## src/rtl/tau_timer_pkg.sv

```systemverilog
// Shared types and default sizes for the programmable down-count timer.
package tau_timer_pkg;

    localparam int unsigned DEF_WIDTH    = 8;
    localparam int unsigned DEF_PS_WIDTH = 4;

    typedef enum logic [1:0] {
        IDLE,
        LOAD,
        RUN
    } timer_state_t;

endpackage

```

## src/rtl/counter_loadable.sv

```systemverilog
// Loadable up/down counter; load has priority over counting, all gated by enable.
module counter_loadable #(
    parameter int unsigned WIDTH = 8
) (
    input  logic             clock,
    input  logic             reset,
    input  logic             enable,
    input  logic             load,
    input  logic             count_up,
    input  logic             count_down,
    input  logic [WIDTH-1:0] load_value,
    output logic [WIDTH-1:0] count_value
);

    always_ff @(posedge clock or posedge reset) begin
        if (reset) begin
            count_value <= '0;
        end else if (enable) begin
            if (load) begin
                count_value <= load_value;
            end else if (count_up) begin
                count_value <= count_value + 1'b1;
            end else if (count_down) begin
                count_value <= count_value - 1'b1;
            end
        end
    end

endmodule

```

## src/rtl/timer_controller.sv

```systemverilog
// Sequences a counter_loadable as a prescaled one-shot/periodic down-count timer
// with a sticky expiry interrupt.
module timer_controller
    import tau_timer_pkg::*;
#(
    parameter int unsigned WIDTH    = DEF_WIDTH,
    parameter int unsigned PS_WIDTH = DEF_PS_WIDTH
) (
    input  logic                clock,
    input  logic                reset,
    input  logic                start,
    input  logic                stop,
    input  logic                periodic,
    input  logic [WIDTH-1:0]    reload_value,
    input  logic [PS_WIDTH-1:0] prescale,
    input  logic                irq_ack,
    output logic                busy,
    output logic                expired_irq,
    output logic [WIDTH-1:0]    count_value
);

    timer_state_t        state;
    logic [PS_WIDTH-1:0] prescaler;
    logic [PS_WIDTH-1:0] ps_latched;

    logic tick;
    logic at_zero;
    logic ctl_load;
    logic ctl_down;
    logic ctl_enable;
    logic expire;

    // A start or stop pulse pre-empts whatever RUN would have done this cycle.
    always_comb begin
        tick       = (state == RUN) && (prescaler == ps_latched);
        at_zero    = (count_value == '0);
        ctl_load   = (state == LOAD) && !stop;
        ctl_down   = tick && !at_zero && !stop && !start;
        expire     = tick && at_zero && !stop && !start;
        ctl_enable = ctl_load || ctl_down;
    end

    always_ff @(posedge clock or posedge reset) begin
        if (reset) begin
            state       <= IDLE;
            prescaler   <= '0;
            ps_latched  <= '0;
            busy        <= 1'b0;
            expired_irq <= 1'b0;
        end else begin
            if (expire) begin
                expired_irq <= 1'b1;
            end else if (irq_ack) begin
                expired_irq <= 1'b0;
            end

            if (stop) begin
                state     <= IDLE;
                prescaler <= '0;
                busy      <= 1'b0;
            end else if (start) begin
                state <= LOAD;
                busy  <= 1'b1;
            end else begin
                case (state)
                    LOAD: begin
                        state      <= RUN;
                        prescaler  <= '0;
                        ps_latched <= prescale;
                    end
                    RUN: begin
                        if (tick) begin
                            prescaler <= '0;
                            if (at_zero) begin
                                state <= periodic ? LOAD : IDLE;
                                busy  <= periodic;
                            end
                        end else begin
                            prescaler <= prescaler + 1'b1;
                        end
                    end
                    default: begin
                    end
                endcase
            end
        end
    end

    counter_loadable #(
        .WIDTH(WIDTH)
    ) u_counter (
        .clock      (clock),
        .reset      (reset),
        .enable     (ctl_enable),
        .load       (ctl_load),
        .count_up   (1'b0),
        .count_down (ctl_down),
        .load_value (reload_value),
        .count_value(count_value)
    );

endmodule

```

## config.mk

```make
export PLATFORM = sky130hd
export DESIGN_NAME = timer_controller
export DESIGN_NICKNAME = d
export VERILOG_FILES = /design/src/rtl/tau_timer_pkg.sv /design/src/rtl/counter_loadable.sv /design/src/rtl/timer_controller.sv
export SDC_FILE = /design/constraint.sdc
export NUM_CORES = 1
export LEC_CHECK = 0
export CAP_MARGIN = 20
export CORE_ASPECT_RATIO = 2
export CORE_MARGIN = 2
export CORE_UTILIZATION = 34
export DETAILED_ROUTE_END_ITERATION = 10
export PLACE_DENSITY = 0.56
export RECOVER_POWER = 50
export REMOVE_ABC_BUFFERS = 1
export SLEW_MARGIN = 20
export SYNTH_ARGS = -nofsm -noshare
export SYNTH_HDL_FRONTEND = slang
export SYNTH_SLANG_ARGS = --single-unit
```

## constraint.sdc

```tcl
create_clock -name clock -period 5.3 [get_ports clock]
set_input_delay 0.795 -clock clock [delete_from_list [all_inputs] [get_ports clock]]
set_output_delay 0.795 -clock clock [all_outputs]
set_load 0.01 [all_outputs]
```

==> results of run 1 <==
registers in the layout, indices dropped and copies added (netlist names):
register / flops
state: 2
expired_irq: 1
busy: 1
u_counter.count_value: 8
prescaler: 4
ps_latched: 4
cell usage after synthesis (all sizes together), types with 2 or more instances:
master / count
a21oi: 4
a31oi: 6
and3: 2
buf: 3
clkbuf: 4
dfrtp: 20
ha: 5
inv: 10
mux2: 5
nand2: 7
nand2b: 2
nand3: 5
nand4: 2
nor2: 14
nor2b: 2
nor3: 2
nor3b: 2
nor4: 3
o211ai: 3
o21ai: 3
o31ai: 6
or4: 7
xnor2: 4
kinds of logic after synthesis:
family	synth area share (%)
XOR/XNOR	2.805
AO/OA/AOI/OAI	16.53
flip-flops	40.08
buffers and inverters	5.410
adder cells (fa/ha/maj)	5.010
AND/OR/NAND/NOR	24.85
multiplexers	5.310
worst max-delay path by stage:
stage	start	end	slack [ns]	cells after the start
final	stop	u_counter.count_value[5]	2.65	4
after detailed placement	stop	u_counter.count_value[5]	2.47	4
after CTS	stop	u_counter.count_value[5]	2.74	4
after global routing	stop	u_counter.count_value[2]	2.47	5
after global placement	stop	u_counter.count_value[5]	2.51	4
after floorplan	stop	u_counter.count_value[5]	3.19	3
report_power, final:
part / switching, mW / internal (mW)
Clock: 0.0527 / 0.0662
Sequential: 0.0397 / 0.182
Combinational: 0.0793 / 0.0870
Total: 0.172 / 0.335
final cells by class:
cell class,instances,area share [%]
Inverter,10,2.338
Timing Repair Buffer,27,16.84
Tap cell,49,3.819
Multi-Input combinational cell,99,42.40
Clock buffer,4,3.429
Sequential cell,20,31.18
through the flow:
stage	instances	utilization, %	power, mW	worst slack (ns)
finish	209	44.99	0.5068	2.649
global route	209	44.99	0.5440	2.467
CTS	209	44.99	0.5158	2.736
detailed placement	205	43.44	0.3945	2.467
global placement	205	43.44	0.3905	2.514
floorplan	129	-	0.3096	3.187
per-layer routing:
| layer | GRT usage, % | share of wire, % |
|---|---|---|
| met1 | 18.26 | 38 |
| met2 | 27.85 | 55 |
| met3 | 1.807 | 2.9 |
| met4 | 8.102 | 4.1 |
| met5 | 0 | 0 |
==> metrics.md, run 1 <==
| Metric | Value |
|---|---|
| Status | `finished, final reports clean` |
| Post-CTS setup buffers | `0` |
| Ys async rst share | `100.0%` |
| WL/cell | `15.16 um` |
| Seq cells post-synth | `20` |
| HPWL Detailed | `2468 um` |
| # clock sinks | `20` |
| Worst-Margin Slew | `0.7816 ns` |
| Worst path cell trace | `dlygate4sd3_1 -> or3b_1 -> or4_2 -> a31oi_1` |
| Num CTS Buffers | `3` |
| Worst r2r path cells | `6` |
| Drt via density | `5.426` |
| Synth cell types | `40` |
| Commonest cells after routing, fill and taps aside | `21 x clkdlybuf4s50_1, 20 x dfrtp_1, 14 x nor2_1` |
| Layout fillers | `374` |
| Commonest non-fill, non-tap cell in the layout | `clkdlybuf4s50_1` |
| Endpoints failing setup | `0` |
| Starting Density | `34.99%` |
| EDFF count, synth | `0` |
| Grt ovf | `0` |
| Vias post-DR | `1134` |
| CTS tree | `yes` |
| Critical path buffer and inverter count | `1` |
| Crit-path max FO | `10` |
| Share of cells above drive strength 1 | `8.125%` |
| First-pass GRT wire length | `5071 um` |
| Clk pin slew, worst setup/hold paths | `0.08 ns` |
| Drt drc | `0` |
| Finished Cell Area | `1605 um^2` |
| Row cnt | `31` |
| Max-slew headroom | `47.84%` |
| Final Hold Vio Count | `0` |
| Multi-input logic area | `680.7 um^2` |
| Critical Path RT | `5.49 ns` |
| Crit path largest cell delay | `0.66 ns` |
| Startpoint class of the critical path | `input port` |
| Max H-tree Level | `1` |
| Layout area overhead | `28.56%` |
| Leakage Power | `0.6140 nW` |
| Max clock buf depth | `2` |
| Post-synth top area share | `40.08%` |
| R2R setup slack | `2.96 ns` |
| Hold Path Origin | `expired_irq` |
| Cts hold-fix bufs | `0` |
| Drt first pass iters | `4` |
| YS warnings | `0` |
| Worst Path Arrival | `2.84 ns` |
| Synth Flop Type | `dfrtp_1` |
| Synth top area cells | `dfrtp_1 40%, ha_1 5.0%, mux2_2 4.5%` |
| Hold path depth | `1` |
| GR Util All Layers | `16.24%` |
| Pwr dens | `315.7 nW/um^2` |
| RD Place Congestion | `0.9017` |
| Number of global-route vias before repair | `1107` |
| Avg Cell Area, Syn | `9.182 um^2` |
| Fin Hold WS | `0.5048 ns` |
| Die span in y | `89.71 um` |
| Tmin final | `2.651 ns` |
| Die Wd | `46.85 um` |
| Core area | `3568 um^2` |
| Worst-Skew Late Latency | `0.26 ns` |
| Total negative slack | `0 ns` |
| Initial antenna violation count | `0` |
| RSZ-0062 raised after global routing | `false` |
| Antenna cells | `0` |
| Slowest-stage cell, CP | `dlygate4sd3_1` |
| Root Driver | `clkbuf_8` |
| Reg area | `500.5 um^2` |
| Max VDD drop | `234.8 uV` |
| RR Startpoint | `u_counter.count_value[0]` |
| Initial DRC Count | `20` |
| Critical path class | `in2reg` |
| Crit end category | `register` |
| PortBufs | `27` |
| Die area | `4203 um^2` |
| Leading area contributor after synthesis | `dfrtp_1` |
| Hold EP | `expired_irq` |
| Final max-slew violation count | `0` |
| Final ANT Viol Nets | `0` |
| Placed cell area | `1550 um^2` |
| Max cap viols | `0` |
| Skew final | `0.002702 ns` |
| Reg-to-reg endpoint | `state[0]` |
| Largest net degree at the start of global routing | `21` |
| Sequential-to-total area share from yosys stat | `40.08%` |
| Max Clock Freq | `377.2 MHz` |
| CP top delay family | `simple AND/OR/NAND/NOR gates` |
| Worst min path class | `reg2reg` |
| IO Count | `28` |
| Final cycle utilization of the critical path | `50.02%` |
| Final net count | `184` |
| Post-synthesis cell count | `136` |
| Synth Cell Area | `1249 um^2` |
| Post-CTS Resized | `0` |
| Total Wirelength | `3169 um` |
(Power assumes the default switching activity.)
==> run 2, diff against run 1 <==
--- a/config.mk
+++ b/config.mk
@@ -10,7 +10,7 @@
 export CORE_MARGIN = 2
 export CORE_UTILIZATION = 34
 export DETAILED_ROUTE_END_ITERATION = 10
-export PLACE_DENSITY = 0.56
+export PLACE_DENSITY = 0.58
 export RECOVER_POWER = 50
 export REMOVE_ABC_BUFFERS = 1
 export SLEW_MARGIN = 20
==> constraint.sdc (replaced) <==
create_clock -name clock -period 2.2 [get_ports clock]
set_input_delay 0.33 -clock clock [delete_from_list [all_inputs] [get_ports clock]]
set_output_delay 0.33 -clock clock [all_outputs]
set_load 0.01 [all_outputs]
==> metrics.md, run 2 (same netlist as run 1, synthesis figures left out) <==
| Metric | Value |
|---|---|
| Endpoints failing setup | `0` |
| Final cycle utilization of the critical path | `94.57%` |
| RSZ-0062 raised after global routing | `false` |
| Row cnt | `31` |
| Final max-slew violation count | `0` |
| Grt ovf | `0` |
| Final Hold Vio Count | `0` |
| RD Place Congestion | `0.8674` |
| Leakage Power | `0.6927 nW` |
| Max cap viols | `0` |
| Die span in y | `89.71 um` |
| Final core utilization | `48.81%` |
| Status | `finished, final reports clean` |
| Root Driver | `clkbuf_8` |
| Drt drc | `0` |
| Flop pwr share | `37.1%` |
| Total Wirelength | `3137 um` |
| Worst-Margin Slew | `1.081 ns` |
| Post-CTS Resized | `0` |
| Total negative slack | `0 ns` |
| Placed cells | `222` |
| GR Util All Layers | `17.19%` |
| Tmin final | `2.081 ns` |
| Initial antenna violation count | `0` |
| P_int | `0.9469 mW` |
| Logic pwr share | `35.6%` |
| Biggest register | `u_counter.count_value` |
| Final net count | `201` |
| Post-CTS setup buffers | `0` |
| Largest net degree at the start of global routing | `21` |
| Number of global-route vias before repair | `1245` |
| Worst Path Arrival | `2.27 ns` |
| Clk pin slew, worst setup/hold paths | `0.08 ns` |
| Vias post-DR | `1228` |
| Startpoint class of the critical path | `register` |
| Share of cells above drive strength 1 | `15.82%` |
| Commonest non-fill, non-tap cell in the layout | `clkdlybuf4s50_1` |
| Num CTS Buffers | `3` |
| Clk network pwr share | `27.3%` |
| HPWL Detailed | `2530 um` |
| Worst-Skew Late Latency | `0.26 ns` |
| Crit end category | `register` |
| Hold Path Origin | `expired_irq` |
| Max H-tree Level | `1` |
| Die Wd | `46.85 um` |
| Starting Density | `34.99%` |
| Worst min path class | `reg2reg` |
| Crit path from | `state[0]` |
| IO Count | `28` |
| Critical Path RT | `2.39 ns` |
| Max clock buf depth | `2` |
| Antenna cells | `0` |
| First-pass GRT wire length | `5499 um` |
| # clock sinks | `20` |
| Skew final | `0.001624 ns` |
| Psw | `0.4261 mW` |
| Initial DRC Count | `35` |
| Drt via density | `5.434` |
| Critical path class | `reg2reg` |
| Pwr dens | `788.3 nW/um^2` |
| Final ANT Viol Nets | `0` |
| Core area | `3568 um^2` |
| Commonest cells after routing, fill and taps aside | `24 x clkdlybuf4s50_1, 20 x dfrtp_1, 15 x buf_4` |
| Die area | `4203 um^2` |
| RR Startpoint | `state[0]` |
| Cts hold-fix bufs | `0` |
| Number of flip-flops in the largest register | `8` |
| Top Registers | `u_counter.count_value (8), prescaler (4), ps_latched (4)` |
| Total power | `1.373 mW` |
| Final Non-Filler Cells | `226` |
| CTS tree | `yes` |
| Layout area overhead | `39.48%` |
| PortBufs | `27` |
| Switching part of the total | `31.03%` |
| Drt first pass iters | `4` |
| Max VDD drop | `596.3 uV` |
| Crit-path max FO | `8` |
| Max-slew headroom | `27.91%` |
| Max Clock Freq | `480.6 MHz` |
| WL/cell | `13.88 um` |
## run 2: cell types whose count changed in the layout (fill, tap and decap cells not counted), sizes merged
cell and change:
buf +15, clkdlybuf4s50 +3, dlygate4sd3 -3, bufinv +1, clkbuf +1
## run 2: worst paths after layout
kind | endpoint | depth (start not counted) | slack, ns
setup / recovery | u_counter.count_value[7] | 6 | 0.12
hold / removal | expired_irq | 1 | 0.51
setup reg to reg | u_counter.count_value[7] | 6 | 0.12
hold reg to reg | expired_irq | 1 | 0.51
max in group asynchronous | state[1] | 3 | 0.72
min in group asynchronous | prescaler[0] | 3 | 0.83
## run 2: through the flow
stage                     setup slack, ns  cell area [um^2]  hold WS, ns
after floorplan                    0.2313              1219       0.2938
after global placement             0.1438              1678       0.4958
after detailed placement          0.08090              1678       0.4976
after CTS                          0.1060              1749       0.4016
after global routing             0.008723              1742       0.5550
final                              0.1194              1742       0.5147
## run 2: area by class of cell
type                       count  area (um^2)
fill                         354         1827
multi-input combinational     99        680.7
sequential                    20        500.5
timing repair buffer          44        390.4
tap                           49        61.31
clock buffer                   3        41.29
inverter                      10        37.54
clock inverter                 1        30.03
## run 2: routing by layer
| layer | track usage [%] | up-vias | share of wire (%) |
|---|---|---|---|
| met4 | 7.407 | 0 | 1.9 |
| met5 | 0 | - | 0 |
| li1 | - | 588 | - |
| met3 | 2.008 | 6 | 3.2 |
| met1 | 20.33 | 603 | 39 |
| met2 | 29.11 | 31 | 56 |
## run 2: power groups by stage
stage          clock network (mW)  logic [mW]  registers (mW)
6_report                    0.375       0.489           0.509
5_1_grt                     0.404       0.543           0.523
4_1_cts                     0.383       0.495           0.511
3_5_place_dp                    0       0.494           0.519
3_3_place_gp                    0       0.490           0.512
2_1_floorplan                   0       0.211           0.535
## run 2: critical path, cell delays in order, from the launching register on
cell and delay [ns]:
dfrtp_1 0.40, inv_1 0.06, ha_1 0.28, or3b_1 0.44
buf_4 0.18, or4_1 0.47, a31oi_1 0.18
==> run 3, diff against run 2 <==
--- a/config.mk
+++ b/config.mk
@@ -5,12 +5,13 @@
 export SDC_FILE = /design/constraint.sdc
 export NUM_CORES = 1
 export LEC_CHECK = 0
+export ABC_AREA = 1
 export CAP_MARGIN = 20
 export CORE_ASPECT_RATIO = 2
 export CORE_MARGIN = 2
 export CORE_UTILIZATION = 34
 export DETAILED_ROUTE_END_ITERATION = 10
-export PLACE_DENSITY = 0.58
+export PLACE_DENSITY = 0.57
 export RECOVER_POWER = 50
 export REMOVE_ABC_BUFFERS = 1
 export SLEW_MARGIN = 20
==> metrics.md, run 3 <==
| Metric | Value |
|---|---|
| Synth cell types | `23` |
| # clock sinks | `20` |
| Final net count | `256` |
| PortBufs | `27` |
| Crit path largest cell delay | `0.59 ns` |
| Max cap viols | `0` |
| Number of flip-flops in the largest register | `8` |
| Placed cell area | `1719 um^2` |
| Drt first pass iters | `5` |
| Leakage Power | `0.8531 nW` |
| Startpoint class of the critical path | `register` |
| Total negative slack | `0 ns` |
| Vias post-DR | `1370` |
| Ys async rst share | `100.0%` |
| P_int | `0.9477 mW` |
| Max H-tree Level | `1` |
| Worst r2r path cells | `9` |
| Final ANT Viol Nets | `0` |
| Root Driver | `clkbuf_8` |
| Commonest non-fill, non-tap cell in the layout | `nand2_1` |
| Final cycle utilization of the critical path | `74.62%` |
| Hold path depth | `2` |
| Biggest register | `u_counter.count_value` |
| Largest net degree at the start of global routing | `21` |
| GR Util All Layers | `16.23%` |
| Critical Path Stages | `1` |
| Max Clock Freq | `609.2 MHz` |
| Post-CTS setup buffers | `0` |
| Top Registers | `u_counter.count_value (8), prescaler (4), ps_latched (4)` |
| RSZ-0062 raised after global routing | `false` |
| Psw | `0.6892 mW` |
| Crit end category | `primary output` |
| Starting Density | `35.73%` |
| Skew final | `0.002315 ns` |
| Switching part of the total | `42.11%` |
| Grt ovf | `0` |
| Cts hold-fix bufs | `0` |
| Initial antenna violation count | `0` |
| R2R setup slack | `0.62 ns` |
| Avg Cell Area, Syn | `6.869 um^2` |
| Max clock buf depth | `2` |
| Max-slew headroom | `21.42%` |
| Initial DRC Count | `28` |
| Logic pwr share | `48.8%` |
| Critical Path RT | `1.87 ns` |
| Die area | `4639 um^2` |
| Sequential-to-total area share from yosys stat | `36.07%` |
| Die Wd | `49.17 um` |
| Antenna cells | `0` |
| Die span in y | `94.35 um` |
| Status | `finished, final reports clean` |
| Synth Cell Area | `1388 um^2` |
| Total power | `1.637 mW` |
| Commonest cells in the netlist | `60 x nand2_1, 26 x inv_1, 25 x nand3_1` |
| Share of cells above drive strength 1 | `9.957%` |
| Synth Flop Type | `dfrtp_1` |
| First-pass GRT wire length | `5885 um` |
| RD Place Congestion | `0.8173` |
| Seq cells post-synth | `20` |
| Post-synthesis cell count | `202` |
| Row cnt | `32` |
| Leading area contributor after synthesis | `dfrtp_1` |
| Most common cell in the netlist | `nand2_1` |
| Slowest-stage cell, CP | `clkdlybuf4s50_1` |
| Final Hold Vio Count | `0` |
| Flop pwr share | `36.4%` |
| IO Count | `28` |
| Tmin final | `1.642 ns` |
| Layout area overhead | `25.52%` |
| WL/cell | `12.29 um` |
| Fin Hold WS | `0.5405 ns` |
| Clk network pwr share | `14.8%` |
| Number of global-route vias before repair | `1354` |
| Worst Path Arrival | `1.31 ns` |
| Synth top area cells | `dfrtp_1 36%, nand2_1 16%, nand3_1 9.0%` |
| Commonest cells after routing, fill and taps aside | `61 x nand2_1, 26 x inv_1, 26 x nand3_1` |
| Crit-path max FO | `6` |
| Finished Cell Area | `1742 um^2` |
| Worst-Skew Late Latency | `0.25 ns` |
| Post-CTS Resized | `0` |
| EDFF count, synth | `0` |
| Drt via density | `4.858` |
| Core area | `3884 um^2` |
| Final max-slew violation count | `0` |
| Post-synth top area share | `36.07%` |
| YS warnings | `0` |
| Drt drc | `0` |
| Worst-Margin Slew | `1.179 ns` |
| Critical path class | `reg2out` |
| Critical path buffer and inverter count | `1` |
| CTS tree | `yes` |
| CP top delay family | `buffers and inverters` |
| Total Wirelength | `3466 um` |
| Max VDD drop | `655.6 uV` |
| Num CTS Buffers | `3` |
| HPWL Detailed | `2665 um` |
| Worst min path class | `reg2reg` |
| Worst path cell trace | `clkdlybuf4s50_1` |
| Clk pin slew, worst setup/hold paths | `0.07 ns` |
| Pwr dens | `939.8 nW/um^2` |
| Endpoints failing setup | `0` |
## run 3: power by group through the flow
stage	combinational (mW)	sequential (mW)	clock, mW
after floorplan	0.514	0.597	0
after global placement	0.823	0.600	0
after detailed placement	0.823	0.598	0
after CTS	0.829	0.594	0.249
after global routing	0.904	0.613	0.277
final	0.798	0.596	0.243
## run 3: path summary, 6_finish.rpt
kind,start,endpoint
max reg2reg,u_counter.count_value[0],u_counter.count_value[1]
max in group asynchronous,reset,u_counter.count_value[1]
min in group asynchronous,reset,u_counter.count_value[3]
min reg2reg,busy,busy
max,u_counter.count_value[2],count_value[2]
min,busy,busy
## run 3: cells by family after synthesis
kind of cell | share of synthesized area, %
simple gates | 38.05
buf+inv | 10.46
compound gates | 9.649
flops | 36.07
fa+ha+maj | 4.509
xor+xnor | 1.263
## run 3: area by class of cell
cell class,instances,area (um^2)
multi-input cells,145,726.9
inverters,34,127.6
repair buffers,29,281.5
fillers,443,2142
clock buffers,3,41.29
well taps,51,63.81
flip-flops and latches,20,500.5
## run 3: per-stage QoR
step           std cells  worst slack (ns)  util, %
2_1_floorplan        199            0.7459        -
3_3_place_gp         279            0.4069    44.27
3_5_place_dp         279            0.3988    44.27
4_1_cts              282            0.5612    45.33
5_1_grt              282            0.4080    44.85
6_report             282            0.5585    44.85
## run 3: metal layers
| metal | track usage [%] | routed length, um |
|---|---|---|
| met4 | 7.381 | 75 |
| met5 | 0 | 0 |
| met3 | 2.057 | 114 |
| met1 | 16.07 | 1312 |
| met2 | 32.21 | 1963 |
